==> config.mk <==
export PLATFORM = sky130hd
export DESIGN_NAME = mixer_duc_mul_arbiter
export DESIGN_NICKNAME = d
export VERILOG_FILES = /design/src/rtl/mixer_duc_mul_arbiter.sv
export SDC_FILE = /design/constraint.sdc
export NUM_CORES = 1
export LEC_CHECK = 0
export BUFFER_PORTS_ARGS = -buffer_cell sky130_fd_sc_hd__buf_2
export CORE_MARGIN = 4
export CORE_UTILIZATION = 55
export CTS_BUF_LIST = sky130_fd_sc_hd__clkbuf_8
export DETAILED_ROUTE_END_ITERATION = 10
export PLACE_DENSITY = 0.8
export SYNTH_ARGS = -nofsm -noshare
export SYNTH_HDL_FRONTEND = slang
export SYNTH_SLANG_ARGS = --single-unit
==> constraint.sdc <==
create_clock -name ap_clk -period 6.3 [get_ports ap_clk]
set_clock_uncertainty 0.15 [all_clocks]
set_input_delay 0.315 -clock ap_clk [delete_from_list [all_inputs] [get_ports ap_clk]]
set_output_delay 0.315 -clock ap_clk [all_outputs]
set_load 0.01 [all_outputs]
==> src/rtl/mixer_duc_mul_arbiter.sv <==
// rtl/mixer_duc_mul_arbiter.sv - round-robin arbiter sharing one pipelined signed multiplier
module mixer_duc_mul_arbiter #(
    parameter int NUM_REQ  = 4,
    parameter int ID_WIDTH = 2,
    parameter int A_WIDTH  = 16,
    parameter int B_WIDTH  = 8,
    parameter int P_WIDTH  = 24,
    parameter int MUL_LAT  = 2
) (
    input  logic                         ap_clk,
    input  logic                         ap_rst_n,
    input  logic                         cfg_enable,
    input  logic [NUM_REQ-1:0]           req_valid,
    output logic [NUM_REQ-1:0]           req_ready,
    input  logic [NUM_REQ*A_WIDTH-1:0]   req_a,
    input  logic [NUM_REQ*B_WIDTH-1:0]   req_b,
    output logic                         res_valid,
    input  logic                         res_ready,
    output logic [P_WIDTH-1:0]           res_data,
    output logic [ID_WIDTH-1:0]          res_id,
    output logic                         busy
);

    // Full-precision signed product; both operands sign-extended to the product width.
    function automatic logic [P_WIDTH-1:0] smul(input logic [A_WIDTH-1:0] a,
                                                input logic [B_WIDTH-1:0] b);
        logic signed [P_WIDTH-1:0] ax;
        logic signed [P_WIDTH-1:0] bx;
        ax = $signed({{B_WIDTH{a[A_WIDTH-1]}}, a});
        bx = $signed({{A_WIDTH{b[B_WIDTH-1]}}, b});
        return ax * bx;
    endfunction

    logic [ID_WIDTH-1:0] ptr;
    logic [ID_WIDTH-1:0] ptr_next;
    logic [ID_WIDTH-1:0] win;
    logic                grant;
    logic                stall;
    logic [A_WIDTH-1:0]  sel_a;
    logic [B_WIDTH-1:0]  sel_b;

    logic [MUL_LAT-1:0]  vld;
    logic [ID_WIDTH-1:0] tag [MUL_LAT];
    logic [P_WIDTH-1:0]  out_p;

    assign res_valid = vld[MUL_LAT-1];
    assign res_id    = tag[MUL_LAT-1];
    assign res_data  = out_p;
    assign busy      = |vld;
    assign stall     = res_valid & ~res_ready;

    // Round-robin pick: lowest valid index at or above ptr, else lowest valid index overall (wrap).
    always_comb begin
        logic                hit_hi;
        logic                hit_lo;
        logic [ID_WIDTH-1:0] win_hi;
        logic [ID_WIDTH-1:0] win_lo;
        hit_hi = 1'b0;
        hit_lo = 1'b0;
        win_hi = '0;
        win_lo = '0;
        for (int i = NUM_REQ - 1; i >= 0; i--) begin
            if (req_valid[i]) begin
                hit_lo = 1'b1;
                win_lo = ID_WIDTH'(i);
                if (ID_WIDTH'(i) >= ptr) begin
                    hit_hi = 1'b1;
                    win_hi = ID_WIDTH'(i);
                end
            end
        end
        win   = hit_hi ? win_hi : win_lo;
        grant = hit_lo & ap_rst_n & cfg_enable & ~stall;
        ptr_next = (win == ID_WIDTH'(NUM_REQ - 1)) ? '0 : win + ID_WIDTH'(1);
    end

    // One-hot ready for the winner and operand mux for the multiplier input.
    always_comb begin
        req_ready = '0;
        sel_a     = '0;
        sel_b     = '0;
        for (int i = 0; i < NUM_REQ; i++) begin
            if (win == ID_WIDTH'(i)) begin
                req_ready[i] = grant;
                sel_a        = req_a[i*A_WIDTH +: A_WIDTH];
                sel_b        = req_b[i*B_WIDTH +: B_WIDTH];
            end
        end
    end

    // Valid/tag shift chain and pointer; the whole pipeline freezes while the output is stalled.
    always_ff @(posedge ap_clk or negedge ap_rst_n) begin
        if (!ap_rst_n) begin
            vld <= '0;
            ptr <= '0;
            for (int k = 0; k < MUL_LAT; k++) begin
                tag[k] <= '0;
            end
        end else if (!stall) begin
            vld[0] <= grant;
            if (grant) begin
                tag[0] <= win;
                ptr    <= ptr_next;
            end
            for (int k = 1; k < MUL_LAT; k++) begin
                vld[k] <= vld[k-1];
                tag[k] <= tag[k-1];
            end
        end
    end

    generate
        if (MUL_LAT == 1) begin : g_lat1
            // Single-stage case: the multiply happens before the only (output) register.
            always_ff @(posedge ap_clk or negedge ap_rst_n) begin
                if (!ap_rst_n) begin
                    out_p <= '0;
                end else if (!stall && grant) begin
                    out_p <= smul(sel_a, sel_b);
                end
            end
        end else begin : g_latn
            logic [A_WIDTH-1:0] op_a;
            logic [B_WIDTH-1:0] op_b;
            logic [P_WIDTH-1:0] pq [1:MUL_LAT-1];

            // Stage 0 registers the granted operands; the multiply sits between stage 0 and 1.
            always_ff @(posedge ap_clk or negedge ap_rst_n) begin
                if (!ap_rst_n) begin
                    op_a <= '0;
                    op_b <= '0;
                    for (int k = 1; k < MUL_LAT; k++) begin
                        pq[k] <= '0;
                    end
                end else if (!stall) begin
                    if (grant) begin
                        op_a <= sel_a;
                        op_b <= sel_b;
                    end
                    pq[1] <= smul(op_a, op_b);
                    for (int k = 2; k < MUL_LAT; k++) begin
                        pq[k] <= pq[k-1];
                    end
                end
            end

            assign out_p = pq[MUL_LAT-1];
        end
    endgenerate

endmodule

==> impl_results.rst <==
.. list-table::
   :header-rows: 1

   * - Metric
     - Value
   * - Total Wirelength
     - 17900 um
   * - Final ANT Viol Nets
     - 0
   * - Final number of max-transition violations
     - 0
   * - Start-to-end type of the worst setup path
     - flip-flop to flip-flop
   * - Input/output buffers
     - 135
   * - Ant. Diodes
     - 0
   * - Number of violations reported at the end of detailed-routing iteration 0
     - 382
   * - Top cells by area, synth
     - sky130_fd_sc_hd__fa_1 (28%), sky130_fd_sc_hd__dfrtp_1 (19%), sky130_fd_sc_hd__ha_1 (8.2%)
   * - Total Nets Final
     - around 1.2k
   * - Min-delay worst type
     - input pin to flip-flop
   * - Reported max-cap violation count
     - 0
   * - Total Neg Setup Slack
     - 0 ps
   * - Layout Utilization
     - 63.3%
   * - Clock insertion delay at the later pin of the skew report
     - 330 ps
   * - Maximum number of pins on one net before global-route repair
     - 58
   * - Primary FF master, synth
     - sky130_fd_sc_hd__dfrtp_1
   * - # H-tree levels
     - 2
   * - Number of remaining DRC errors
     - 0
   * - Async SR Flop Fraction
     - 100%
   * - Via density per instance
     - 5.47
   * - Result of the run
     - completed
   * - Top cells by count, synth
     - sky130_fd_sc_hd__inv_1 (132), sky130_fd_sc_hd__fa_1 (103), sky130_fd_sc_hd__and2_1 (91), sky130_fd_sc_hd__a21oi_1 (75), sky130_fd_sc_hd__nand2_1 (66)
   * - Mean routed wirelength per cell
     - ~16 um
   * - Die Footprint
     - 15500 um^2
   * - Number of distinct library cell variants in the gate-level netlist after synthesis
     - 46
   * - Post-synthesis area per instance
     - between 8 and 9 um^2
   * - Leftover overflow at the end of global routing
     - 0
   * - Highest achievable clock rate
     - 203 MHz
   * - Initial standard-cell utilization of the core
     - 56.3%
   * - # clock sinks
     - 56
   * - Initial antenna violation count
     - 0
   * - CTS tree
     - done
   * - DIE HEIGHT
     - 124 um
   * - Mapped cell area
     - 7460 um^2
   * - Global placer's final weighted congestion
     - 0.894
   * - Global-route wire length before repair
     - 30400 um
   * - Post-route fraction of the period consumed by the critical path
     - 78.0%
   * - Hold Vio Cnt, Final
     - 0
   * - Layout cell share with drive strength beyond 1
     - 17.6%
   * - Root Buffer Master
     - sky130_fd_sc_hd__clkbuf_8
   * - Clock Path Buffers
     - 2
   * - DPL Wire Length
     - around 15000 um
   * - Final setup violation count
     - 0
   * - Transition at the pin with the smallest max-transition slack
     - 1090 ps
   * - Max transition margin
     - 27.1%
   * - Number of detailed-routing iterations run before antenna repair
     - 5
   * - Core Box Area
     - 13200 um^2
   * - Number of enable-type register cells in the synthesized netlist
     - 0
   * - Vias in the first global route
     - 6410
   * - Number of buffers created by CTS
     - 5
   * - Global routing usage summed across all routing layers
     - about a quarter
   * - Width of the die
     - ~120 um
   * - Max FO, Critical Path
     - 17
   * - Critical path capture point type
     - flip-flop
   * - Proportion of netlist area held by the largest area contributor
     - 27.6%
   * - Portion of the post-synthesis area used by sequential elements
     - 18.8%
   * - Number of instances in the synthesized netlist
     - 849
   * - Setup slack on the worst flop-to-flop path
     - approximately 1400 ps
   * - Leading area contributor after synthesis
     - sky130_fd_sc_hd__fa_1
   * - Number of register bits inferred by synthesis
     - 56
   * - Layout area overhead
     - 12.3%
   * - Via Count
     - 6198
   * - Time the worst path needs with I/O delays and setup
     - 4920 ps
   * - RSZ-0062 raised after global routing
     - false
   * - CP Data Arrival Time
     - 5000 ps
   * - Required time of the critical path
     - about 6400 ps
   * - Leading cell type by number of instances after synthesis
     - sky130_fd_sc_hd__inv_1
   * - Count of standard-cell rows
     - 42
   * - IO Count
     - 136
   * - Syn. warnings
     - 0
   * - Element type at the critical path start
     - flip-flop
   * - Post-synth net total
     - 1105
   * - Clock transition at the register clock pins on the worst setup and hold paths after CTS
     - 100 ps
cell type report:
type | count | area (um^2)
inverter | 132 | 495
multi-input combinational | 619 | 5400
clock inverter | 1 | 30.0
timing repair buffer | 142 | 731
clock buffer | 7 | 96.3
sequential | 56 | 1400
tap | 176 | 220
fill | 1179 | 4860
cells by family after synthesis:
group           synth area share (%)
compound gates                  13.9
xor+xnor                        2.11
fa+ha+maj                       35.9
buf+inv                         8.96
flops                           18.8
mux                            0.570
simple gates                    19.8
what timing repair did:
action                    in CTS  in global routing
buffers inserted               0                  0
gates resized for setup        0                  0
hold endpoints to repair      19                  0
hold buffers                   1                  0
sequential cells by signal, indices dropped and copies added (netlist names):
signal	flops
g_latn.op_a	16
res_data	24
res_id	2
vld	2
g_latn.op_b	8
ptr	2
tag	2
stage by stage:
stage	worst slack, ps	std cells	area [um^2]	hold slack [ps]
finish	1380	1133	8380	133
detailed placement	1480	1124	8240	305
CTS	1400	1133	8380	126
floorplan	1720	849	7460	-131
global route	1100	1133	8380	150
global placement	1580	1124	8240	301
final timing paths:
check / startpoint / endpoint / cells after the start
max: g_latn.op_b[2]$_DFFE_PN0P_ / res_data[22]$_DFFE_PN0N_ / 15
max reg2reg: g_latn.op_b[2]$_DFFE_PN0P_ / res_data[22]$_DFFE_PN0N_ / 15
min in group asynchronous: ap_rst_n / res_data[11]$_DFFE_PN0N_ / 3
min: req_a[63] / g_latn.op_a[15]$_DFFE_PN0P_ / 3
min reg2reg: res_data[0]$_DFFE_PN0N_ / res_data[0]$_DFFE_PN0N_ / 2
max in group asynchronous: ap_rst_n / g_latn.op_a[7]$_DFFE_PN0P_ / 3
metal layers:
| metal | track usage, % | wire length, um | vias up |
|---|---|---|---|
| met2 | 41.5 | 9120 | 248 |
| met4 | 7.87 | 482 | 0 |
| met3 | 4.80 | 1390 | 35 |
| met1 | 29.8 | 6940 | 2980 |
| met5 | 0 | 0 | - |
| li1 | - | - | 2935 |
critical path: stages (launching register included):
cell and delay (ps):
sky130_fd_sc_hd__dfrtp_1 730, sky130_fd_sc_hd__nand2_1 290, sky130_fd_sc_hd__fa_1 560, sky130_fd_sc_hd__inv_1 60, sky130_fd_sc_hd__fa_1 480, sky130_fd_sc_hd__fa_1 500
sky130_fd_sc_hd__inv_1 50, sky130_fd_sc_hd__fa_1 470, sky130_fd_sc_hd__inv_1 40, sky130_fd_sc_hd__ha_1 380, sky130_fd_sc_hd__a21oi_1 170, sky130_fd_sc_hd__o21ai_0 130
sky130_fd_sc_hd__a21oi_1 260, sky130_fd_sc_hd__a21boi_1 130, sky130_fd_sc_hd__o21a_1 200, sky130_fd_sc_hd__o31ai_2 220
cells in the final DEF (no fill, tap or decap), types with 8 or more instances in the layout:
cell	count
sky130_fd_sc_hd__buf_2	135
sky130_fd_sc_hd__inv_1	132
sky130_fd_sc_hd__fa_1	103
sky130_fd_sc_hd__and2_1	91
sky130_fd_sc_hd__a21oi_1	74
sky130_fd_sc_hd__nand2_1	66
sky130_fd_sc_hd__nor2_1	57
sky130_fd_sc_hd__dfrtp_1	56
sky130_fd_sc_hd__ha_1	49
sky130_fd_sc_hd__nor3_1	30
sky130_fd_sc_hd__nor2b_1	25
sky130_fd_sc_hd__a221oi_1	24
sky130_fd_sc_hd__xnor2_1	12
sky130_fd_sc_hd__o21ai_0	10
sky130_fd_sc_hd__nand2b_1	8
Power is left out: the tool's default activity adds up to more than one toggle a clock period on the data nets, which glitch-free logic cannot reach.
